`src/rtl/npu_pkg.sv`:
```
`default_nettype none
// ============================================================================
// Module      : npu_pkg
// Description : Shared defaults and state encoding for the dot-product
//               operand loader.
// Revision    : 1.0 - initial release
// ============================================================================
package npu_pkg;

    localparam int c_VEC_LEN = 16;
    localparam int c_TIMEOUT = 8191;
    localparam int c_CNT_W   = 13;

    typedef enum logic [2:0] {
        ST_LOAD_A = 3'd0,
        ST_LOAD_B = 3'd1,
        ST_START  = 3'd2,
        ST_WAIT   = 3'd3,
        ST_OUTPUT = 3'd4
    } loader_state_t;

endpackage
`default_nettype wire

```
`src/rtl/dot_operand_loader.sv`:
```
`default_nettype none
// ============================================================================
// Module      : dot_operand_loader
// Description : Streams two byte vectors into operand registers, kicks the
//               dot-product stage and returns its result (or a timeout).
// Revision    : 1.0 - initial release
// ============================================================================
module dot_operand_loader
    import npu_pkg::*;
#(
    parameter int VEC_LEN = c_VEC_LEN,
    parameter int TIMEOUT = c_TIMEOUT
) (
    input  logic                    clk,
    input  logic                    rst,
    input  logic                    in_valid,
    input  logic [7:0]              in_data,
    output logic                    in_ready,
    output logic [VEC_LEN-1:0][7:0] dot_a,
    output logic [VEC_LEN-1:0][7:0] dot_b,
    output logic                    dot_start,
    input  logic [15:0]             dot_c,
    input  logic                    dot_done,
    output logic                    out_valid,
    output logic [15:0]             out_data,
    output logic                    out_err,
    input  logic                    out_ready,
    output logic                    busy
);

    localparam int c_IDX_W = (VEC_LEN > 1) ? $clog2(VEC_LEN) : 1;
    localparam logic [c_IDX_W-1:0] c_IDX_LAST = c_IDX_W'(VEC_LEN - 1);
    localparam logic [c_IDX_W-1:0] c_IDX_ONE  = c_IDX_W'(1);
    localparam logic [c_CNT_W-1:0] c_CNT_ONE  = c_CNT_W'(1);
    localparam logic [c_CNT_W-1:0] c_CNT_MAX  = {c_CNT_W{1'b1}};
    // A TIMEOUT beyond the counter range saturates to the counter maximum.
    localparam logic [c_CNT_W-1:0] c_TIMEOUT_CNT =
        (TIMEOUT > ((1 << c_CNT_W) - 1)) ? c_CNT_MAX : c_CNT_W'(TIMEOUT);

    loader_state_t             r_state;
    loader_state_t             w_state_next;
    logic [c_IDX_W-1:0]        r_idx;
    logic [c_CNT_W-1:0]        r_cnt;
    logic                      r_done_q;
    logic [VEC_LEN-1:0][7:0]   r_dot_a;
    logic [VEC_LEN-1:0][7:0]   r_dot_b;
    logic [15:0]               r_out_data;
    logic                      r_out_err;

    logic w_take;
    logic w_edge;
    logic w_timeout;

    assign w_take    = in_valid & in_ready;
    assign w_edge    = dot_done & ~r_done_q;
    assign w_timeout = (r_cnt == c_TIMEOUT_CNT);

    assign dot_a    = r_dot_a;
    assign dot_b    = r_dot_b;
    assign out_data = r_out_data;
    assign out_err  = r_out_err;

    always_comb begin
        w_state_next = r_state;
        in_ready     = 1'b0;
        dot_start    = 1'b0;
        out_valid    = 1'b0;
        busy         = 1'b1;
        case (r_state)
            ST_LOAD_A: begin
                in_ready = 1'b1;
                busy     = (r_idx != '0);
                if (w_take && (r_idx == c_IDX_LAST)) w_state_next = ST_LOAD_B;
            end
            ST_LOAD_B: begin
                in_ready = 1'b1;
                if (w_take && (r_idx == c_IDX_LAST)) w_state_next = ST_START;
            end
            ST_START: begin
                dot_start    = 1'b1;
                w_state_next = ST_WAIT;
            end
            ST_WAIT: begin
                if (w_edge || w_timeout) w_state_next = ST_OUTPUT;
            end
            ST_OUTPUT: begin
                out_valid = 1'b1;
                if (out_ready) w_state_next = ST_LOAD_A;
            end
            default: w_state_next = ST_LOAD_A;
        endcase
    end

    always_ff @(posedge clk) begin
        if (rst) begin
            r_state    <= ST_LOAD_A;
            r_idx      <= '0;
            r_cnt      <= '0;
            r_done_q   <= 1'b0;
            r_dot_a    <= '0;
            r_dot_b    <= '0;
            r_out_data <= '0;
            r_out_err  <= 1'b0;
        end else begin
            r_state  <= w_state_next;
            r_done_q <= dot_done;
            case (r_state)
                ST_LOAD_A: begin
                    if (w_take) begin
                        r_dot_a[r_idx] <= in_data;
                        r_idx <= (r_idx == c_IDX_LAST) ? '0 : r_idx + c_IDX_ONE;
                    end
                end
                ST_LOAD_B: begin
                    if (w_take) begin
                        r_dot_b[r_idx] <= in_data;
                        r_idx <= (r_idx == c_IDX_LAST) ? '0 : r_idx + c_IDX_ONE;
                    end
                end
                ST_START: begin
                    r_cnt <= '0;
                end
                ST_WAIT: begin
                    // A done edge takes priority over a simultaneous timeout.
                    if (w_edge) begin
                        r_out_data <= dot_c;
                        r_out_err  <= 1'b0;
                    end else if (w_timeout) begin
                        r_out_data <= dot_c;
                        r_out_err  <= 1'b1;
                    end else if (r_cnt != c_CNT_MAX) begin
                        r_cnt <= r_cnt + c_CNT_ONE;
                    end
                end
                default: ;
            endcase
        end
    end

endmodule
`default_nettype wire

```
`config.mk`:
```
export PLATFORM = sky130hd
export DESIGN_NAME = dot_operand_loader
export DESIGN_NICKNAME = d
export VERILOG_FILES = /design/src/rtl/npu_pkg.sv /design/src/rtl/dot_operand_loader.sv
export SDC_FILE = /design/constraint.sdc
export NUM_CORES = 1
export LEC_CHECK = 0
export ABC_CLOCK_PERIOD_IN_PS = 5000
export BUFFER_PORTS_ARGS = -buffer_cell sky130_fd_sc_hd__buf_2
export CAP_MARGIN = 20
export CORE_MARGIN = 2
export CORE_UTILIZATION = 56
export CTS_BUF_LIST = sky130_fd_sc_hd__clkbuf_16
export DETAILED_ROUTE_END_ITERATION = 6
export HOLD_SLACK_MARGIN = 0.08
export PLACE_DENSITY = 0.84
export SETUP_SLACK_MARGIN = 0.2
export SKIP_CTS_REPAIR_TIMING = 1
export SLEW_MARGIN = 20
export SYNTH_ARGS = -nofsm -noshare
export SYNTH_HDL_FRONTEND = slang
export SYNTH_SLANG_ARGS = --single-unit
```
`constraint.sdc`:
```
create_clock -name clk -period 5 [get_ports clk]
set_clock_uncertainty 0.05 [all_clocks]
set_input_delay 0.75 -clock clk [delete_from_list [all_inputs] [get_ports clk]]
set_output_delay 0.75 -clock clk [all_outputs]
set_load 0.01 [all_outputs]
```
; ---- Word-level counts from Yosys, hierarchy flattened
; Index checks and enable logic that the tools add are counted.
[totals]
reg_bits = 294
in_bits = 29
wordCells = 95
[classes]
add_sub_neg = 2
n_lt_le_gt_ge = 2
n_eq_ne = 14
mux = 22
n_bitwise = 3
n_reduce_logical = 14
[ops]
columns = operator, n
row1 = $bwmux W128, 2
row2 = $mux W13, 3
row3 = $demux W8 S4, 1
row4 = $mux W16, 2
row5 = $pmux W13 S2, 1
row6 = $pmux W3 S5, 1
row7 = $ne A2 B2 Y1 const B, 7
row8 = $add A13 B1 Y13 const B, 1
row9 = $eq A13 B13 Y1 const B, 1
row10 = $ne A13 B13 Y1 const B, 1
row11 = $mux W3, 4
row12 = $mux W8, 1
row13 = $reduce_and A2 Y1, 4
row14 = $reduce_and A4 Y1, 2
row15 = $eq A3 B2 Y1 const B, 2
row16 = $mux W1, 6
row17 = $lt A4 B5 Y1 const B, 1
row18 = $add A4 B1 Y4 const B, 1
row19 = $eq A4 B4 Y1 const B, 1
row20 = $ge A4 B1 Y1 const B, 1
row21 = $mux W4, 1
row22 = $reduce_bool A2 Y1, 2
row23 = $reduce_bool A4 Y1, 1
row24 = $eq A3 B1 Y1 const B, 1
row25 = 7 further kinds, 9

; ---- Logic depth before layout (Yosys ltp)
; Gate-level depths: netlist of run 1.
[logic_depth]
ltp_word = 7
depth_mapped = 6

; ---- Worst setup path after synthesis of run 1
; No wires, ideal clock.
[synth_timing]
path_kind = register to output
from = register r_idx[2]
to = output port busy
t_arrival_ns = 1.232
required_ns = 4.200
setup_slack_ns = 2.968
stages_incl_launch_ff = 4
path_buffers = 1
cell_sequence = dfxtp_1 -> buf_2 -> nor2_1 -> nand4_1
[synth_between]
elab_chain_len = 2
[synth_lines]
columns = element, line_no
row1 = from (decl), dot_operand_loader.sv:42  ; logic [c_IDX_W-1:0] r_idx;
row2 = from (signal assigned), dot_operand_loader.sv:111  ; r_idx <= (r_idx == c_IDX_LAST) ? '0 : r_idx + c_IDX_ONE;
row3 = from (signal assigned), dot_operand_loader.sv:117  ; r_idx <= (r_idx == c_IDX_LAST) ? '0 : r_idx + c_IDX_ONE;
row4 = $reduce_bool A4 Y1, dot_operand_loader.sv:72  ; busy = (r_idx != '0);
row5 = $mux W1, dot_operand_loader.sv:69  ; case (r_state)
row6 = to (decl), dot_operand_loader.sv:28  ; output logic busy
; Every way passes these cells.

; ---- Final worst setup path of run 1
; Ends and elaborated chain as after synthesis.

==> results by group, run 1 <==
Layout
  • Area growth from synthesis to layout: 22.6%
  • Nets: 1393
  • Fraction of layout cells with a size suffix above 1: 0.282
  • Final instance area: 0.0138 mm²
  • Final core utilization: 0.705

Clock tree
  • CTS buffer count: 29
  • CTS clk-pin slew, worst paths: 0.06 ns
  • Bufs on Longest Clock Path: 3
  • Clock sinks: 294
  • Htree depth: 1
  • CTS tree: yes
  • Root Driver: clkbuf_16
  • Clock Latency Late Sink: 0.53 ns

Routing
  • Vias: 8887
  • DRC viols: 2
  • Starting DRT DRC Count: 529
  • Final wirelength: 30200 µm
  • Post-detailed-route wirelength per cell: 18.3 µm
  • First-pass iteration count of the detailed router: 7
  • Detail Route Antenna Nets: 0
  • Vias per inst: 5.40

Timing
  • Max Slew Vio Count: 0
  • TNS Setup: 0 ns
  • Min Tclk post-route: 2.91 ns
  • Slew @ Worst Pin: 0.943 ns
  • Setup violators final: 0
  • FMAX: 344 MHz
  • Final hold viol count: 0
  • Fin crit share: 0.582
  • Worst rel slew slack: 0.371
  • RSZ-0062 raised after global routing: false

Setup path
  • Startpoint types: flip-flop
  • Crit path required time: 4.20 ns
  • Worst setup EP type: output pin
  • Worst R2R Start: r_state[0]
  • Crit Path Max Fanout: 12
  • Crit path cell chain: nor2_1 > nand4_1 > buf_2
  • Crit path max-delay family: simple AND/OR/NAND/NOR gates
  • Worst path buffer plus inverter count: 1
  • R2r worst-path depth: 4
  • Max incr delay on CP: 0.73 ns
  • R2R Setup Slk: 2.36 ns
  • Setup CP Type: reg2out
  • Crit path DAT: 2.11 ns
  • Worst r2r dst: dot_b[74]
  • Worst path slowest cell: nor2_1

Placed design
  • Dpl hpwl: 19400 µm
  • GP Congestion: 0.893
  • Port Buffers: 305
  • Placed Area: 0.0128 mm²

Logic synthesis
  • Mux cell area share after synthesis: 0.235
  • Syn Inst Count: 1096
  • Predominant post-synthesis flop cell: dfxtp_1
  • Synth async-reset ratio: 0
  • Synthesized area: 0.0113 mm²
  • Syn_nets: 1130
  • Synthesis-stage register bit count: 294
  • Synth Area in Simple Gates: 0.176
  • EDFF count, synth: 0
  • Synth Area in Compound Gates: 0.0261
  • Largest cells by area after synthesis: dfxtp_1 (52%), mux2i_1 (24%), nor2_1 (8.5%), clkbuf_1 (1.9%), nand2_1 (1.7%)
  • Number of synthesis warnings: 0
  • Top-area cell type share of the netlist area: 0.522
  • Post-Synth Adder-Cell Area: 0.00555
  • Xor/xnor share of the synthesized area: 0.00311
  • Synth Area per Inst: 10.3 µm²
  • Netlist cell types: 58
  • Seq/Total Area, Yosys: 0.522
  • Synth area leader: dfxtp_1
  • Main combinational cell family by area after synthesis: multiplexers

Global routing
  • Total track usage: 0.274
  • Total grt overflow: 0
  • Initial antenna violation count: 1
  • Largest net degree at the start of global routing: 100
  • Vias in the first global route: 8660
  • First-pass GRT wire length: 47600 µm

Run
  • Max Cap Viol: 0

Floorplanning
  • Die Ht: 146 µm
  • Initial Util: 0.575
  • IO Pins: 306
  • Die area: 0.0213 mm²
  • Die width: 146 µm
  • Core area: 0.0196 mm²
  • Row cnt: 51

Power
  • Total Power: 4730 µW
  • PwrDens: 343 mW/mm²
  • Leakage: 0.00772 µW
  • VDD IR max: 0.000310 V

Run status
  • Violated checks: DRC
  • Status: finished, violations left

Hold path
  • Hold Crit Class: reg2reg
  • Hold Path End: dot_b[122]
  • Hold Crit Start: dot_b[122]
  • Hold depth: 2
-- cells by family after synthesis --
family          count (synthesis)
flops                         294
buf+inv                        85
compound gates                 41
simple gates                  402
mux                           265
xor+xnor                        4
fa+ha+maj                       5
-- worst min-delay path, delay by kind of cell (launching register included) --
| family | cells | cell delay, ns |
|---|---|---|
| DFF | 1 | 0.31 |
| and+or+nand+nor | 1 | 0.05 |
| AOI/OAI and AO/OA | 1 | 0.05 |
-- per-stage QoR --
| stage | hold WS, ns | worst slack (ns) | instances |
|---|---|---|---|
| 5_1_grt | 0.399 | 1.98 | 1646 |
| 6_report | 0.404 | 2.09 | 1646 |
| 3_5_place_dp | 0.394 | 2.32 | 1593 |
| 4_1_cts | 0.389 | 2.05 | 1645 |
| 3_3_place_gp | 0.389 | 1.98 | 1593 |
| 2_1_floorplan | 0.429 | 2.97 | 1096 |
-- how the worst max path moves through the flow --
stage | cells past startpoint | end | start | slack, ns
floorplan | 3 | busy | r_idx[2] | 2.97
global placement | 5 | dot_b[3] | in_valid | 1.98
detailed placement | 5 | dot_b[74] | in_valid | 2.32
CTS | 3 | busy | r_idx[2] | 2.05
global route | 3 | busy | r_idx[2] | 1.98
finish | 3 | busy | r_idx[2] | 2.09
-- cell type report --
| type | count | area (µm²) |
|---|---|---|
| flip-flops and latches | 294 | 5890 |
| fillers | 1455 | 5780 |
| multi-input cells | 717 | 5040 |
| repair buffers | 308 | 1560 |
| clock buffers | 29 | 726 |
| well taps | 265 | 332 |
| clock inverters | 23 | 231 |
| inverters | 9 | 33.8 |
| diodes | 1 | 2.50 |
-- where the power goes --
part / total [µW] / switching [µW] / internal [µW]
registers: 2360 / 7.59 / 2350
logic: 196 / 146 / 49.9
clock network: 2170 / 869 / 1310
-- Yosys cell counts, types with 7 or more instances --
master / count
nand3_4: 10
nor3_1: 8
a21oi_1: 13
nand2_1: 51
nand3_2: 17
inv_1: 8
clkbuf_1: 58
buf_2: 12
and3_1: 7
nor2_1: 254
nand3_1: 17
dfxtp_1: 294
nor2b_1: 7
mux2i_1: 265
-- registers in the layout, summed over array words and instances (netlist names) --
| name | cells |
|---|---|
| dot_b | 128 |
| r_done_q | 1 |
| r_cnt | 13 |
| dot_a | 128 |
| r_state | 3 |
| r_idx | 4 |
| out_err | 1 |
| out_data | 16 |
-- placed cells by master, fill, tap and decap left out, types with 7 or more instances in the layout --
cell,netlist,layout
nor3_1,8,8
and3_1,7,7
nor2_1,254,254
a21oi_1,13,13
clkbuf_16,0,29
nor2b_1,7,7
inv_1,8,11
nand3_2,17,17
dfxtp_1,294,294
buf_2,12,304
mux2i_1,265,265
clkinv_1,0,9
nand3_4,10,10
nand3_1,17,17
nand2_1,51,51
-- per-layer routing --
| layer | vias to the layer above | share of wire | global-route usage |
|---|---|---|---|
| met5 | - | 0 | 0 |
| met1 | 4250 | 0.40 | 0.339 |
| li1 | 4239 | - | - |
| met3 | 65 | 0.085 | 0.0759 |
| met2 | 333 | 0.48 | 0.461 |
| met4 | 0 | 0.034 | 0.0951 |
No activity file was read; power rests on OpenSTA's default activity.
==> run 2, diff against run 1 <==
- ABC_AREA: default -> 1
- ABC_CLOCK_PERIOD_IN_PS: 5000 -> 2940
- CORE_UTILIZATION: 56 -> 52
- PLACE_DENSITY: 0.84 -> 0.79
- clock period: 5 -> 2.94 ns (I/O delays scaled with it)
==> run 2 against run 1 <==
Net effect:
- the run now ends clean
- via count up 17%
- power grew 66%
- die area rose by 6.6%
- global-route usage down 0.95 points
- final area is 0.88% lower
- register-to-register slack got worse by 1.5 ns
- routed wire length up 4.7%
- critical path depth increased by 3
- critical path type unchanged
- largest cell class unchanged
==> results by group, run 2 <==
Logic synthesis
  • Syn_nets: 1491 (+32%)
  • Seq/Total Area, Yosys: 0.527 (+0.00451)
  • Largest cells by area after synthesis: dfxtp_1 (53%), nor2_1 (19%), o21ai_0 (12%), nand2_1 (2.5%), nand2_4 (2.4%)
  • Synthesis-stage register bit count: 294 (unchanged)
  • Synth async-reset ratio: 0 (unchanged)
  • Predominant post-synthesis flop cell: dfxtp_1
  • Syn Inst Count: 1457 (+33%)
  • Number of synthesis warnings: 0 (unchanged)
  • Netlist cell types: 32 (-45%)
  • Synthesized area: 0.0112 mm² (-0.86%)
  • Most common cell in the synthesized netlist: nor2_1
  • Top-area cell type share of the netlist area: 0.527 (+0.00451)
  • Synth top cells by count: nor2_1 (552), dfxtp_1 (294), o21ai_0 (266), nand2_1 (75), clkbuf_1 (51)
  • Synth Area per Inst: 7.67 µm² (-25%)
  • EDFF count, synth: 0 (unchanged)
  • Synth area leader: dfxtp_1

Floorplanning
  • Initial Util: 0.531 (-0.0437)
  • Core area: 0.0210 mm² (+7.3%)
  • Die Ht: 151 µm (+3.2%)
  • Die area: 0.0227 mm² (+6.6%)
  • Row cnt: 53 (+3.9%)
  • IO Pins: 306 (unchanged)
  • Die width: 151 µm (+3.2%)

Clock tree
  • Root Driver: clkbuf_16
  • Bufs on Longest Clock Path: 3 (unchanged)
  • CTS buffer count: 29 (unchanged)
  • Clock Latency Late Sink: 0.54 ns (about the same)
  • Htree depth: 1 (unchanged)
  • CTS tree: yes
  • Clock sinks: 294 (unchanged)
  • CTS clk-pin slew, worst paths: 0.06 ns (about the same)

Routing
  • Vias: 10376 (+17%)
  • Detail Route Antenna Nets: 0 (unchanged)
  • Final wirelength: 31600 µm (+4.7%)
  • Post-detailed-route wirelength per cell: 15.6 µm (-15%)
  • Vias per inst: 5.12 (-5.2%)
  • First-pass iteration count of the detailed router: 6 (-1)
  • Starting DRT DRC Count: 613 (+16%)
  • DRC viols: 0 (-2)

Placed design
  • Port Buffers: 305 (unchanged)
  • Dpl ws: 0.906 ns (-1.41 ns)
  • GP Congestion: 0.906 (+1.5%)
  • Dpl hpwl: 20400 µm (+4.7%)
  • Cell Count Post-Placement: 1976 (+24%)

Setup path
  • Crit path required time: 2.45 ns (-1.75 ns)
  • Worst setup EP type: output pin
  • Setup CP Type: reg2out
  • Startpoint types: flip-flop
  • Crit Path Max Fanout: 5 (-7)
  • Crit path DAT: 1.76 ns (-0.35 ns)

Timing
  • Final hold viol count: 0 (unchanged)
  • Worst rel slew slack: 0.407 (+0.0360)
  • Worst setup margin: 0.685 ns (-1.41 ns)
  • FMAX: 443 MHz
  • Min Tclk post-route: 2.25 ns
  • Max Slew Vio Count: 0 (unchanged)
  • TNS Setup: 0 ns (unchanged)
  • Slew @ Worst Pin: 0.889 ns (-0.0540 ns)
  • Fin crit share: 0.767
  • Setup violators final: 0 (unchanged)
  • RSZ-0062 raised after global routing: false

Global routing
  • Initial antenna violation count: 0 (-1)
  • First-pass GRT wire length: 48000 µm (+0.90%)
  • Total grt overflow: 0 (unchanged)
  • Vias in the first global route: 9227 (+6.5%)
  • Largest net degree at the start of global routing: 98 (-2.0%)
  • Total track usage: 0.265 (-0.00954)

Layout
  • Multi-input logic area: 0.00466 mm² (-7.4%)
  • Most common cell after layout, fill and taps aside: nor2_1
  • Flip-flop and latch area: 0.00589 mm² (unchanged)
  • Layout fillers: 1817 (+25%)
  • Ant diodes: 0 (-1)
  • Fin cells: 2028 (+23%)
  • Final core utilization: 0.651 (-0.0538)
  • Area growth from synthesis to layout: 22.5% (about the same)
  • Fraction of layout cells with a size suffix above 1: 0.248 (-0.0343)
  • Most frequent cells in the layout: nor2_1 (552), buf_2 (305), dfxtp_1 (294)
  • Nets: 1767 (+27%)

Hold path
  • Hold Crit Class: in2reg

Power
  • PwrDens: 574 mW/mm² (+68%)
  • VDD IR max: 0.000437 V (+41%)
  • Leakage: 0.00652 µW (-16%)

Run status
  • Status: complete, no violations

Run
  • Max Cap Viol: 0 (unchanged)
[run 2: cell type report]
type,instances,share of cell area
multi-input combinational,1020,0.341
clock inverter,22,0.0107
tap,275,0.0251
timing repair buffer,311,0.117
sequential,294,0.430
inverter,77,0.0235
clock buffer,29,0.0530
[run 2: worst paths after layout]
path	startpoint	endpoint	slack [ns]	depth (start not counted)
max reg2reg	r_state[0]	dot_b[110]	0.86	7
max	r_idx[1]	busy	0.69	6
min reg2reg	dot_b[116]	dot_b[116]	0.43	2
min	dot_c[2]	out_data[2]	0.10	3
[run 2: worst max-delay path, cell delays in order (launching register included)]
cell and delay [ns]:
dfxtp_1 0.32, inv_1 0.14, ha_1 0.20, nand2_1 0.06, inv_1 0.18, nand3_1 0.15, buf_2 0.18
[run 2: metrics by stage]
step                      total power [µW]  hold WS (ns)  instance area (µm²)
after floorplan                       4360         0.413                11200
after global placement                4490         0.407                12800
after detailed placement              4500         0.416                12800
after CTS                             7910        0.0566                13700
after global routing                  8120        0.0836                13700
final                                 7860         0.101                13700
[run 2: cells by family after synthesis]
group,synth area share
compound gates,0.135
xor+xnor,0.000784
fa+ha+maj,0.00560
buf+inv,0.0556
flops,0.527
simple gates,0.276
[run 2: metal layers]
layer / wire length, µm / vias up / global-route usage
met5: 0 / - / 0
met4: 779 / 0 / 0.0849
met3: 2760 / 55 / 0.0630
met2: 14600 / 403 / 0.436
met1: 13500 / 4723 / 0.343
li1: - / 5195 / -
[run 2: where the power goes]
group | switching, µW | leakage, µW | total, µW | internal (µW)
registers | 18.1 | 0.00237 | 4040 | 4020
clock network | 1500 | 0.000450 | 3450 | 1950
logic | 276 | 0.00370 | 379 | 102
total | 1790 | 0.00652 | 7860 | 6070
